$ cat config.mk
export PLATFORM = sky130hd
export DESIGN_NAME = flash_read_arbiter
export DESIGN_NICKNAME = d
export VERILOG_FILES = /design/src/rtl/flash_read_arbiter.sv
export SDC_FILE = /design/constraint.sdc
export NUM_CORES = 1
export LEC_CHECK = 0
export ABC_AREA = 1
export ABC_CLOCK_PERIOD_IN_PS = 2100
export BUFFER_PORTS_ARGS = -buffer_cell sky130_fd_sc_hd__buf_4
export CORE_MARGIN = 8
export CORE_UTILIZATION = 36
export DETAILED_ROUTE_END_ITERATION = 6
export PLACE_DENSITY = 0.56
export REMOVE_ABC_BUFFERS = 1
export SYNTH_ARGS = -nofsm -noshare
export SYNTH_HDL_FRONTEND = slang
export SYNTH_SLANG_ARGS = --single-unit
$ cat constraint.sdc
create_clock -name clk -period 2.1 [get_ports clk]
set_input_delay 0.21 -clock clk [delete_from_list [all_inputs] [get_ports clk]]
set_output_delay 0.21 -clock clk [all_outputs]
set_load 0.02 [all_outputs]
$ cat src/rtl/flash_read_arbiter.sv
// -----------------------------------------------------------------------------
// flash_read_arbiter
//
// Shares one SPI flash between two 32-bit word-read requesters. After reset it
// sends the 0xAB release-from-power-down command, waits WAKE_WAIT_CYCLES with
// CS high, then serves reads with 0x03 READ transactions in SPI mode 0 at
// clk/2. Requests are arbitrated round-robin; after reset port A has priority.
//
// Optional feature macro: FLASH_ARB_SEQ_EN
//   When defined, CS is held low after a read (HOLD). A sequential word
//   request from the same port then continues the burst with 32 more data
//   clocks instead of a new command/address header.
//
// Parameters
//   WAKE_WAIT_CYCLES  cycles with CS high after the wake command (>= 1)
//   CS_GAP_CYCLES     minimum CS-high cycles between transactions (>= 1)
//
// Ports
//   clk, reset_n          system clock, async active-low reset
//   a_valid/a_addr        port A request (held until a_ready)
//   a_ready/a_rdata       port A one-cycle completion pulse and read word
//   b_valid/b_addr        port B request (held until b_ready)
//   b_ready/b_rdata       port B one-cycle completion pulse and read word
//   flash_csn/sck/mosi    SPI outputs to the flash
//   flash_miso            SPI data from the flash
// -----------------------------------------------------------------------------
module flash_read_arbiter #(
    parameter int WAKE_WAIT_CYCLES = 48,
    parameter int CS_GAP_CYCLES    = 2
) (
    input  logic        clk,
    input  logic        reset_n,
    input  logic        a_valid,
    input  logic [23:0] a_addr,
    output logic        a_ready,
    output logic [31:0] a_rdata,
    input  logic        b_valid,
    input  logic [23:0] b_addr,
    output logic        b_ready,
    output logic [31:0] b_rdata,
    output logic        flash_csn,
    output logic        flash_sck,
    output logic        flash_mosi,
    input  logic        flash_miso
);

    // state      | meaning
    // -----------+-------------------------------------------------------
    // ST_WAKE    | first cycle drops CS, then shifts out 0xAB
    // ST_WAKE_WAIT| CS high, counting down the flash wake-up time
    // ST_IDLE    | round-robin arbitration between A and B
    // ST_SHIFT   | clocking command, address and data bits
    // ST_GAP     | CS high for the minimum deselect time
    // ST_HOLD    | (FLASH_ARB_SEQ_EN) CS low, waiting for a sequential word
    typedef enum logic [2:0] {
        ST_WAKE,
        ST_WAKE_WAIT,
        ST_IDLE,
        ST_SHIFT,
        ST_GAP
`ifdef FLASH_ARB_SEQ_EN
        , ST_HOLD
`endif
    } state_t;

    localparam logic [15:0] WAIT_LOAD = 16'(WAKE_WAIT_CYCLES - 1);
    localparam logic [15:0] GAP_LOAD  = 16'(CS_GAP_CYCLES - 1);
    localparam logic [7:0]  CMD_WAKE  = 8'hAB;
    localparam logic [7:0]  CMD_READ  = 8'h03;

    state_t      state_q;
    logic        csn_q;
    logic        sck_q;
    logic        mosi_q;
    logic [31:0] tx_q;
    logic [31:0] rx_q;
    logic [5:0]  bits_q;      // bits remaining after the one on MOSI now
    logic [15:0] cnt_q;
    logic        last_b_q;    // last served port, also the current owner
    logic        a_ready_q;
    logic        b_ready_q;
    logic [31:0] a_rdata_q;
    logic [31:0] b_rdata_q;

    logic        grant_a;
    logic        grant_b;
    logic [21:0] grant_word;
    logic [31:0] cmd_word;
    logic [31:0] rx_word;
    logic        unused_addr_lsbs;

    // Tie goes to the port that was not served last.
    assign grant_a    = a_valid && (!b_valid || last_b_q);
    assign grant_b    = b_valid && (!a_valid || !last_b_q);
    assign grant_word = grant_a ? a_addr[23:2] : b_addr[23:2];
    assign cmd_word   = {CMD_READ, grant_word, 2'b00};

    // rx_q holds the data stream MSB-first, first byte in [31:24]; the
    // returned word is little-endian, so the bytes are reversed.
    assign rx_word = {rx_q[7:0], rx_q[15:8], rx_q[23:16], rx_q[31:24]};

    assign unused_addr_lsbs = ^{a_addr[1:0], b_addr[1:0]};

`ifdef FLASH_ARB_SEQ_EN
    logic [21:0] word_q;
    logic        own_valid;
    logic        other_valid;
    logic        seq_hit;

    assign own_valid   = last_b_q ? b_valid : a_valid;
    assign other_valid = last_b_q ? a_valid : b_valid;
    assign seq_hit     = (last_b_q ? b_addr[23:2] : a_addr[23:2]) == (word_q + 22'd1);
`endif

    always_ff @(posedge clk or negedge reset_n) begin
        if (!reset_n) begin
            state_q   <= ST_WAKE;
            csn_q     <= 1'b1;
            sck_q     <= 1'b0;
            mosi_q    <= 1'b0;
            tx_q      <= '0;
            rx_q      <= '0;
            bits_q    <= '0;
            cnt_q     <= '0;
            last_b_q  <= 1'b1;
            a_ready_q <= 1'b0;
            b_ready_q <= 1'b0;
            a_rdata_q <= '0;
            b_rdata_q <= '0;
`ifdef FLASH_ARB_SEQ_EN
            word_q    <= '0;
`endif
        end else begin
            a_ready_q <= 1'b0;
            b_ready_q <= 1'b0;
            case (state_q)
                ST_WAKE: begin
                    if (csn_q) begin
                        csn_q  <= 1'b0;
                        mosi_q <= CMD_WAKE[7];
                        tx_q   <= {CMD_WAKE[6:0], 25'd0};
                        bits_q <= 6'd7;
                    end else if (!sck_q) begin
                        sck_q <= 1'b1;
                    end else begin
                        sck_q <= 1'b0;
                        if (bits_q == 6'd0) begin
                            csn_q   <= 1'b1;
                            mosi_q  <= 1'b0;
                            cnt_q   <= WAIT_LOAD;
                            state_q <= ST_WAKE_WAIT;
                        end else begin
                            bits_q <= bits_q - 6'd1;
                            mosi_q <= tx_q[31];
                            tx_q   <= {tx_q[30:0], 1'b0};
                        end
                    end
                end

                ST_WAKE_WAIT: begin
                    if (cnt_q == 16'd0) begin
                        state_q <= ST_IDLE;
                    end else begin
                        cnt_q <= cnt_q - 16'd1;
                    end
                end

                ST_IDLE: begin
                    if (grant_a || grant_b) begin
                        csn_q    <= 1'b0;
                        sck_q    <= 1'b0;
                        mosi_q   <= cmd_word[31];
                        tx_q     <= {cmd_word[30:0], 1'b0};
                        bits_q   <= 6'd63;
                        last_b_q <= grant_b;
`ifdef FLASH_ARB_SEQ_EN
                        word_q   <= grant_word;
`endif
                        state_q  <= ST_SHIFT;
                    end
                end

                ST_SHIFT: begin
                    if (!sck_q) begin
                        // Sample on the edge that raises SCK.
                        sck_q <= 1'b1;
                        rx_q  <= {rx_q[30:0], flash_miso};
                    end else begin
                        sck_q <= 1'b0;
                        if (bits_q == 6'd0) begin
                            if (last_b_q) begin
                                b_ready_q <= 1'b1;
                                b_rdata_q <= rx_word;
                            end else begin
                                a_ready_q <= 1'b1;
                                a_rdata_q <= rx_word;
                            end
`ifdef FLASH_ARB_SEQ_EN
                            state_q <= ST_HOLD;
`else
                            csn_q   <= 1'b1;
                            cnt_q   <= GAP_LOAD;
                            state_q <= ST_GAP;
`endif
                        end else begin
                            // tx_q is all zero once the header is out, so
                            // the data phase drives MOSI low.
                            bits_q <= bits_q - 6'd1;
                            mosi_q <= tx_q[31];
                            tx_q   <= {tx_q[30:0], 1'b0};
                        end
                    end
                end

                ST_GAP: begin
                    if (cnt_q == 16'd0) begin
                        state_q <= ST_IDLE;
                    end else begin
                        cnt_q <= cnt_q - 16'd1;
                    end
                end

`ifdef FLASH_ARB_SEQ_EN
                ST_HOLD: begin
                    // The first HOLD cycle is the ready cycle, where the
                    // requester still shows the request just completed.
                    if (!(a_ready_q || b_ready_q)) begin
                        if (other_valid || (own_valid && !seq_hit)) begin
                            csn_q   <= 1'b1;
                            cnt_q   <= GAP_LOAD;
                            state_q <= ST_GAP;
                        end else if (own_valid) begin
                            word_q  <= word_q + 22'd1;
                            mosi_q  <= 1'b0;
                            tx_q    <= '0;
                            bits_q  <= 6'd31;
                            state_q <= ST_SHIFT;
                        end
                    end
                end
`endif

                default: state_q <= ST_WAKE;
            endcase
        end
    end

    assign flash_csn  = csn_q;
    assign flash_sck  = sck_q;
    assign flash_mosi = mosi_q;
    assign a_ready    = a_ready_q;
    assign b_ready    = b_ready_q;
    assign a_rdata    = a_rdata_q;
    assign b_rdata    = b_rdata_q;

endmodule
==> flow_summary.json, run 1 <==
{
  "status": "finished, final reports clean",
  "swShare": 0.3958,
  "grt_antenna_before_repair": 0,
  "grt_max_degree": 66,
  "setup_ws_ps": 272.9,
  "dieArea_um2": 25290,
  "clkSinkCount": 159,
  "grt_pass1_wl_um": 31350,
  "place.gp.congestion": 0.8220,
  "core_area_um2": 20170,
  "drt_iter0_drc": 446,
  "reg2reg_from": "state_q[0]",
  "start_kind": "flop",
  "power.share.combinational": 0.356,
  "end_kind": "flop",
  "post_drt_via_cell_ratio": 4.711,
  "worstRegToRegCells": 9,
  "areaGrowthSynthToFinish_pct": 24.91,
  "grt.total_usage": 0.1478,
  "clk_pin_slew_ps": 70,
  "synth_cell_types": 32,
  "slew_headroom": 0.7202,
  "hp-class": "primary input to flop",
  "synth-seq-area-share": 0.5406,
  "hold_depth": 3,
  "place.port_buffers": 117,
  "power.share.sequential": 0.349,
  "crit_type": "flop to flop",
  "wirelength_um": 18170,
  "drv_slew": 0,
  "r2r-end": "tx_q[29]",
  "tightest_slew_ps": 417.0,
  "cts_buffers": 17,
  "reg2reg_slack_ps": 270,
  "cts.htree.levels": 4,
  "setup_tns_ps": 0,
  "drive_gt1_frac": 0.1957,
  "num_antenna_cells": 0,
  "nNetsFinal": 1065,
  "ir_drop_v": 0.0006244,
  "period_needed_ps": 1827,
  "place_hpwl_um": 12380,
  "p_per_area_nw_per_um2": 1269,
  "leakage_uw": 0.004571,
  "start_util": 0.3651,
  "cts_tree": "yes",
  "cp.arrival_ps": 2140,
  "routed-via-count": 6087,
  "max_cap_violations": 0,
  "die_y_um": 159.0,
  "critPathRequiredTime_ps": 2410,
  "hold_end": "last_b_q",
  "pwr-share-clk": 0.295,
  "cts_max_path_buffers": 2,
  "worstSkewPairLatency_ps": 430,
  "syn-cell-area_um2": 7365,
  "synth_seq_cells": 159,
  "grt_setup_unrepaired": "no",
  "ios": 122,
  "grt_remaining_overflow": 0,
  "syn_area_per_cell_um2": 8.183,
  "grt_pass1_vias": 6119,
  "yosys_warnings": 0,
  "min_from": "b_valid",
  "period_share": 0.8700,
  "avgRoutedWirePerCell_um": 14.06,
  "pre_cts_slack_ps": 247.9,
  "ant_nets": 0,
  "finalSetupViolations": 0,
  "finalHoldViolations": 0,
  "drc": 0,
  "crit_fanout": 15,
  "p_switching_uw": 4621,
  "postSynthCellCount": 900,
  "final.setup_skew_ps": 13.29,
  "max_freq_ghz": 0.5473,
  "drt_pass1_iterations": 5,
  "cts_root_buffer": "clkbuf_16",
  "intPower_uw": 7055,
  "die_w_um": 159.0,
  "row_count": 52,
  "hold-worst-slack_ps": 37.44
}
-- worst max-delay path by stage --
stage                     from       end  slack (ps)
finish              state_q[0]  tx_q[29]         270
global route          last_b_q  tx_q[29]          10
CTS                   last_b_q  tx_q[31]         230
detailed placement    last_b_q  tx_q[31]         250
global placement      last_b_q  tx_q[31]         260
floorplan           state_q[0]  cnt_q[2]        -390
-- layout by cell type (no fill, tap or decap), drive strengths merged --
master / Yosys / layout
dlygate4sd3: 0 / 1
o21a: 1 / 1
o211ai: 2 / 2
a21oi: 9 / 9
clkbuf: 13 / 18
dfstp: 2 / 2
nand3: 113 / 113
buf: 29 / 131
nor2: 70 / 70
clkinvlp: 0 / 1
o21bai: 1 / 1
bufinv: 0 / 4
xnor2: 3 / 3
nor3b: 1 / 1
inv: 74 / 81
clkinv: 1 / 3
dfrtp: 157 / 157
nand2: 291 / 291
o21ai: 128 / 128
or2: 1 / 1
nand3b: 1 / 1
ha: 3 / 3
-- state kept, by name (all words and copies together) (netlist names), 3 cells and up --
| name | cells |
|---|---|
| b_rdata | 32 |
| state_q | 3 |
| tx_q | 32 |
| bits_q | 6 |
| a_rdata | 32 |
| cnt_q | 16 |
| rx_q | 32 |
-- Yosys cell counts --
cell type	number	area, µm²
nand2_1	281	1055
dfrtp_1	157	3929
nand3_1	108	540.5
o21ai_0	89	445.4
inv_1	66	247.7
nor2_1	63	236.5
o21ai_1	37	185.2
buf_2	15	75.07
clkbuf_1	12	45.04
a21oi_1	9	45.04
buf_4	8	60.06
inv_2	7	26.28
nand2_2	7	43.79
buf_6	6	67.56
nor2_2	4	25.02
ha_1	3	37.54
nand2_4	3	33.78
nand3_2	3	30.03
nor2_4	3	33.78
xnor2_1	3	26.28
dfstp_2	2	52.55
nand3_4	2	35.03
o211ai_1	2	15.01
o21ai_2	2	17.52
clkbuf_2	1	5.000
clkinv_4	1	8.760
inv_4	1	6.260
nand3b_1	1	7.510
nor3b_1	1	7.510
o21a_1	1	7.510
o21bai_1	1	7.510
or2_2	1	6.260
-- logic make-up (layout without fill, tap and decap cells) --
family          after synthesis  count (layout)  synth area share
simple gates                477             477            0.2790
xor+xnor                      3               3          0.003568
flops                       159             159            0.5406
buf+inv                     117             239           0.07356
fa+ha+maj                     3               3          0.005097
compound gates              141             141           0.09820
-- critical path, cell delays in order (launching register included) --
cell     delay (ps)
dfrtp_1         500
nor2_4          200
nand2_1          80
nand2_2         150
inv_2            70
nand2_4         150
nand2_4         160
buf_4           220
o21ai_0         140
nor2_1           50
-- area by class of cell --
class | count | area [µm²]
inverter | 75 | 291.5
clock buffer | 18 | 439.2
sequential | 159 | 3981
timing repair buffer | 132 | 1085
clock inverter | 14 | 220.2
fill | 2044 | 10970
tap | 270 | 337.8
multi-input combinational | 624 | 2844
-- through the flow --
step	power (µW)	utilization	area, µm²	cells
2_1_floorplan	6970	-	7112	858
3_5_place_dp	8317	0.4228	8527	1259
4_1_cts	11810	0.4560	9196	1292
6_report	11680	0.4561	9199	1292
3_3_place_gp	8274	0.4228	8527	1259
5_1_grt	12640	0.4561	9199	1292
-- what timing repair did --
item	CTS	global route
setup endpoints to repair	0	1
endpoints found under the hold margin	35	0
resized for setup	0	1
buffers inserted	0	0
hold buffers	1	0
-- per-layer routing --
| layer | up-vias | part of all wire | global-route usage |
|---|---|---|---|
| met4 | 0 | 0.0064 | 0.03216 |
| met5 | - | 0 | 0 |
| met1 | 2840 | 0.50 | 0.2079 |
| met2 | 136 | 0.43 | 0.2176 |
| li1 | 3100 | - | - |
| met3 | 11 | 0.063 | 0.04783 |
-- power by group through the flow --
stage | Sequential, µW | Clock (µW) | Combinational (µW)
after global placement | 4120 | 0 | 4160
after CTS | 4080 | 3520 | 4220
after floorplan | 4040 | 0 | 2930
after global routing | 4160 | 3650 | 4830
after detailed placement | 4130 | 0 | 4190
final | 4080 | 3440 | 4160
(Power assumes the default switching activity.)
==> run 2: changes to the inputs <==
- CORE_UTILIZATION: 36 -> 37
- PLACE_DENSITY: 0.56 -> 0.57
==> flow_summary.json, run 2 (synthesized netlist as in run 1, its figures left out) <==
{
  "cts_tree": "yes",
  "finalSetupViolations": 0,
  "areaGrowthSynthToFinish_pct": 24.91,
  "grt_max_degree": 66,
  "p_per_area_nw_per_um2": 1280,
  "grt_pass1_vias": 6054,
  "worstSkewPairLatency_ps": 420,
  "intPower_uw": 7224,
  "end_kind": "flop",
  "critPathRequiredTime_ps": 2450,
  "leakage_uw": 0.004573,
  "tightest_slew_ps": 430.3,
  "cts_resized": 0,
  "design_area_um2": 9199,
  "cts.htree.levels": 4,
  "ff_latch_area_um2": 3981,
  "dpl-instance-area_um2": 8501,
  "place.port_buffers": 117,
  "fill_cells": 1958,
  "clk_pin_slew_ps": 70,
  "num_antenna_cells": 0,
  "grt.total_usage": 0.1545,
  "cts_root_buffer": "clkbuf_16",
  "wirelength_um": 18150,
  "grt_pass1_wl_um": 30810,
  "die_y_um": 157.1,
  "row_count": 51,
  "power.share.combinational": 0.348,
  "ant_nets": 0,
  "grt_antenna_before_repair": 0,
  "status": "finished, final reports clean",
  "swShare": 0.3863,
  "clkSinkCount": 159,
  "drive_gt1_frac": 0.1949,
  "hp-class": "primary input to flop",
  "grt_remaining_overflow": 0,
  "nNetsFinal": 1064,
  "final_common_cell": "nand2_1",
  "drc": 0,
  "multi_input_area_um2": 2844,
  "post_drt_via_cell_ratio": 4.707,
  "drt_pass1_iterations": 4,
  "grt_setup_unrepaired": "no",
  "finalHoldViolations": 0,
  "period_share": 0.8489,
  "place_hpwl_um": 12300,
  "p_switching_uw": 4547,
  "start_kind": "flop",
  "place.gp.congestion": 0.8542,
  "setup_tns_ps": 0,
  "pwr-share-clk": 0.305,
  "drv_slew": 0,
  "slew_headroom": 0.7131,
  "die_w_um": 157.1,
  "start_util": 0.3772,
  "cts_max_path_buffers": 2,
  "avgRoutedWirePerCell_um": 14.11,
  "routed-via-count": 6053,
  "ir_drop_v": 0.0005965,
  "cp.arrival_ps": 2130,
  "period_needed_ps": 1783,
  "drt_iter0_drc": 322,
  "core_area_um2": 19530,
  "ios": 122,
  "hold_depth": 3,
  "dieArea_um2": 24670,
  "worstRegToRegCells": 9,
  "power.share.sequential": 0.346,
  "layout_common_cells": "280 x nand2_1, 157 x dfrtp_1, 123 x buf_4",
  "cts_buffers": 17,
  "crit_fanout": 26,
  "max_cap_violations": 0,
  "max_freq_ghz": 0.5609,
  "final.setup_skew_ps": 10.52,
  "crit_type": "flop to flop"
}
[run 2: critical path: stages, from the launching register on]
cell and delay (ps):
dfrtp_1 500, nor2_4 190, nand2_1 80, nand2_2 140
inv_2 70, nand2_4 140, nand2_4 130, inv_4 240
o21ai_0 120, nor2_1 100
[run 2: timing repair]
action | CTS | global route
buffers inserted | 0 | 0
endpoints found under the hold margin | 36 | 0
hold buffers | 1 | 0
[run 2: path summary, 6_finish.rpt]
check | startpoint | to | slack [ps]
max | state_q[0] | tx_q[27] | 320
min | flash_miso | rx_q[0] | 30
max reg2reg | state_q[0] | tx_q[27] | 320
min reg2reg | rx_q[23] | rx_q[23] | 480
max in group asynchronous | reset_n | last_b_q | 1070
min in group asynchronous | reset_n | state_q[2] | 290
[run 2: cell type report]
cell class,count,area share
clock inverter,15,0.02856
inverter,75,0.03142
multi-input combinational,624,0.3092
timing repair buffer,131,0.1158
tap,265,0.03604
clock buffer,17,0.04625
sequential,159,0.4328
[run 2: layer usage]
metal / vias up / global-route usage / wire length (µm)
li1: 3110 / - / -
met1: 2778 / 0.2151 / 9169
met2: 146 / 0.2301 / 7648
met3: 19 / 0.04332 / 1125
met4: 0 / 0.04442 / 204
met5: - / 0 / 0
[run 2: per-stage QoR]
stage	hold slack (ps)	setup slack (ps)	power [µW]	util	instances
6_report	32.45	317.2	11770	0.4711	1286
5_1_grt	33.04	101.4	12710	0.4711	1286
4_1_cts	11.86	297.8	11930	0.4711	1286
3_5_place_dp	172.7	317.0	8268	0.4353	1253
3_3_place_gp	162.0	337.2	8236	0.4353	1253
2_1_floorplan	-85.59	-392.8	6970	-	858
[run 2: power by group through the flow]
stage / combinational, µW / clock [µW] / sequential (µW)
after CTS: 4160 / 3690 / 4080
after detailed placement: 4140 / 0 / 4130
after floorplan: 2930 / 0 / 4040
after global placement: 4110 / 0 / 4120
after global routing: 4720 / 3830 / 4160
final: 4100 / 3590 / 4080
==> run 3: changes to the inputs <==
- ABC_CLOCK_PERIOD_IN_PS: 2100 -> 1500
- PLACE_DENSITY: 0.57 -> 0.59
- clock period: 2.1 -> 1.5 ns (I/O delays scaled with it)
==> flow_summary.json, run 3 (synthesized netlist as in run 1, its figures left out) <==
{
  "drt_iter0_drc": 395,
  "ant_nets": 0,
  "final_util": 0.5754,
  "swShare": 0.4247,
  "post_drt_via_cell_ratio": 4.971,
  "dieArea_um2": 24670,
  "routed-via-count": 6890,
  "nNetsFinal": 1164,
  "wirelength_um": 23420,
  "die_y_um": 157.1,
  "cts_max_path_buffers": 2,
  "ios": 122,
  "clk_pin_slew_ps": 70,
  "core_area_um2": 19530,
  "grt_remaining_overflow": 0,
  "cts_buffers": 17,
  "pwr-share-clk": 0.210,
  "hp-class": "primary input to flop",
  "hold_end": "tx_q[18]",
  "crit_fanout": 8,
  "finalSetupViolations": 116,
  "cts_root_buffer": "clkbuf_16",
  "grt_pass1_wl_um": 34400,
  "final_common_cell": "nand2_1",
  "place_hpwl_um": 13040,
  "end_kind": "flop",
  "fill_cells": 1701,
  "multi_input_area_um2": 3829,
  "grt_setup_unrepaired": "yes",
  "p_switching_uw": 8224,
  "drive_gt1_frac": 0.4300,
  "place.port_buffers": 117,
  "num_antenna_cells": 0,
  "grt_pass1_vias": 6709,
  "power.share.combinational": 0.494,
  "critPathRequiredTime_ps": 1800,
  "drc": 0,
  "max_cap_violations": 0,
  "ff_latch_area_um2": 3986,
  "min_from": "a_addr[17]",
  "final.setup_skew_ps": 14.49,
  "setup_tns_ps": -15160,
  "status": "complete, but fails checks",
  "cts.htree.levels": 4,
  "violations": "setup timing",
  "clkSinkCount": 159,
  "die_w_um": 157.1,
  "setup_ws_ps": -206.9,
  "areaGrowthSynthToFinish_pct": 52.55,
  "pre_cts_slack_ps": -171.3,
  "r2r-end": "b_rdata[3]",
  "worstRegToRegCells": 11,
  "leakage_uw": 0.005412,
  "intPower_uw": 11140,
  "hold_depth": 5,
  "reg2reg_slack_ps": -210,
  "slew_headroom": 0.7411,
  "place.gp.congestion": 0.8520,
  "slowest_stage": "dfrtp_1",
  "cp.arrival_ps": 2010,
  "layout_common_cells": "202 x nand2_1, 178 x buf_4, 153 x dfrtp_1",
  "finalHoldViolations": 0,
  "grt_antenna_before_repair": 0,
  "ir_drop_v": 0.0008218,
  "drt_pass1_iterations": 5,
  "grt.total_usage": 0.1745,
  "max_freq_ghz": 0.5859,
  "drv_slew": 0,
  "start_util": 0.3772,
  "max_stage_delay_ps": 370,
  "worstSkewPairLatency_ps": 430,
  "tightest_slew_ps": 388.4,
  "power.share.sequential": 0.297,
  "period_needed_ps": 1707,
  "row_count": 51,
  "period_share": 1.138,
  "crit_type": "flop to flop",
  "grt_max_degree": 65,
  "cts_tree": "yes",
  "start_kind": "flop",
  "worstPathCellList": "inv_1 -> ha_4 -> inv_2 -> nor2_4 -> nand3_2 -> inv_2 -> nand3_4 -> buf_12 -> buf_16 -> nand2_2 -> o21ai_1",
  "reg2reg_from": "bits_q[1]",
  "avgRoutedWirePerCell_um": 16.90,
  "cp_common_cell": "inv_2",
  "p_per_area_nw_per_um2": 1724
}
-- run 3: changes by cell type in the layout (fill, tap and decap cells not counted), sizes merged --
cell,before,now
clkinvlp,1,3
clkinv,1,7
dlygate4sd3,1,4
clkbuf,17,25
bufinv,6,0
inv,82,80
nand2,291,295
buf,130,215
-- run 3: what timing repair did --
item	4_1_cts	5_1_grt
hold buffers	4	0
hold endpoints to repair	146	0
pin swaps	14	47
gates cloned	11	13
resized for setup	97	249
setup buffers	11	9
setup endpoints to repair	137	145
-- run 3: worst max path at each step --
stage,endpoint,start,slack [ps]
floorplan,cnt_q[2],state_q[0],-990
global placement,b_rdata[2],bits_q[0],-130
detailed placement,b_rdata[30],bits_q[0],-170
CTS,b_rdata[25],bits_q[0],-110
global route,b_rdata[23],bits_q[0],-270
finish,b_rdata[3],bits_q[1],-210
-- run 3: per-stage QoR --
stage | std cells | cell area (µm²) | total power (µW) | hold WS [ps]
after CTS | 1364 | 10090 | 17440 | 35.82
after detailed placement | 1306 | 8949 | 12610 | 85.62
after floorplan | 858 | 7112 | 9758 | -145.6
after global routing | 1386 | 11230 | 20630 | 68.45
final | 1386 | 11230 | 19360 | 56.25
after global placement | 1306 | 8949 | 12540 | 83.20
-- run 3: area by class of cell --
cell class,instances,share of cell area
Clock inverter,13,0.009355
Sequential cell,159,0.3548
Timing Repair inverter,2,0.001559
Tap cell,265,0.02951
Clock buffer,19,0.03943
Timing Repair Buffer,225,0.1968
Inverter,75,0.02773
Multi-Input combinational cell,628,0.3408
-- run 3: layer usage --
layer / track usage / up-vias / part of all wire
li1: - / 3322 / -
met1: 0.2195 / 3345 / 0.43
met2: 0.2887 / 195 / 0.49
met3: 0.05155 / 28 / 0.063
met4: 0.04488 / 0 / 0.014
met5: 0 / - / 0
-- run 3: worst max-delay path, delay by kind of cell, from the launching register on --
family,cells,cell delay (ps)
flip-flops,1,370
adder cells (fa/ha/maj),1,150
AO/OA/AOI/OAI,1,50
AND/OR/NAND/NOR,4,380
buffers and inverters,5,610
-- run 3: power by group through the flow --
stage | logic, µW | registers (µW) | clock network (µW)
CTS | 7680 | 5630 | 4140
floorplan | 4100 | 5660 | 0
global placement | 6880 | 5660 | 0
detailed placement | 6930 | 5680 | 0
global route | 10500 | 5830 | 4310
finish | 9560 | 5740 | 4060
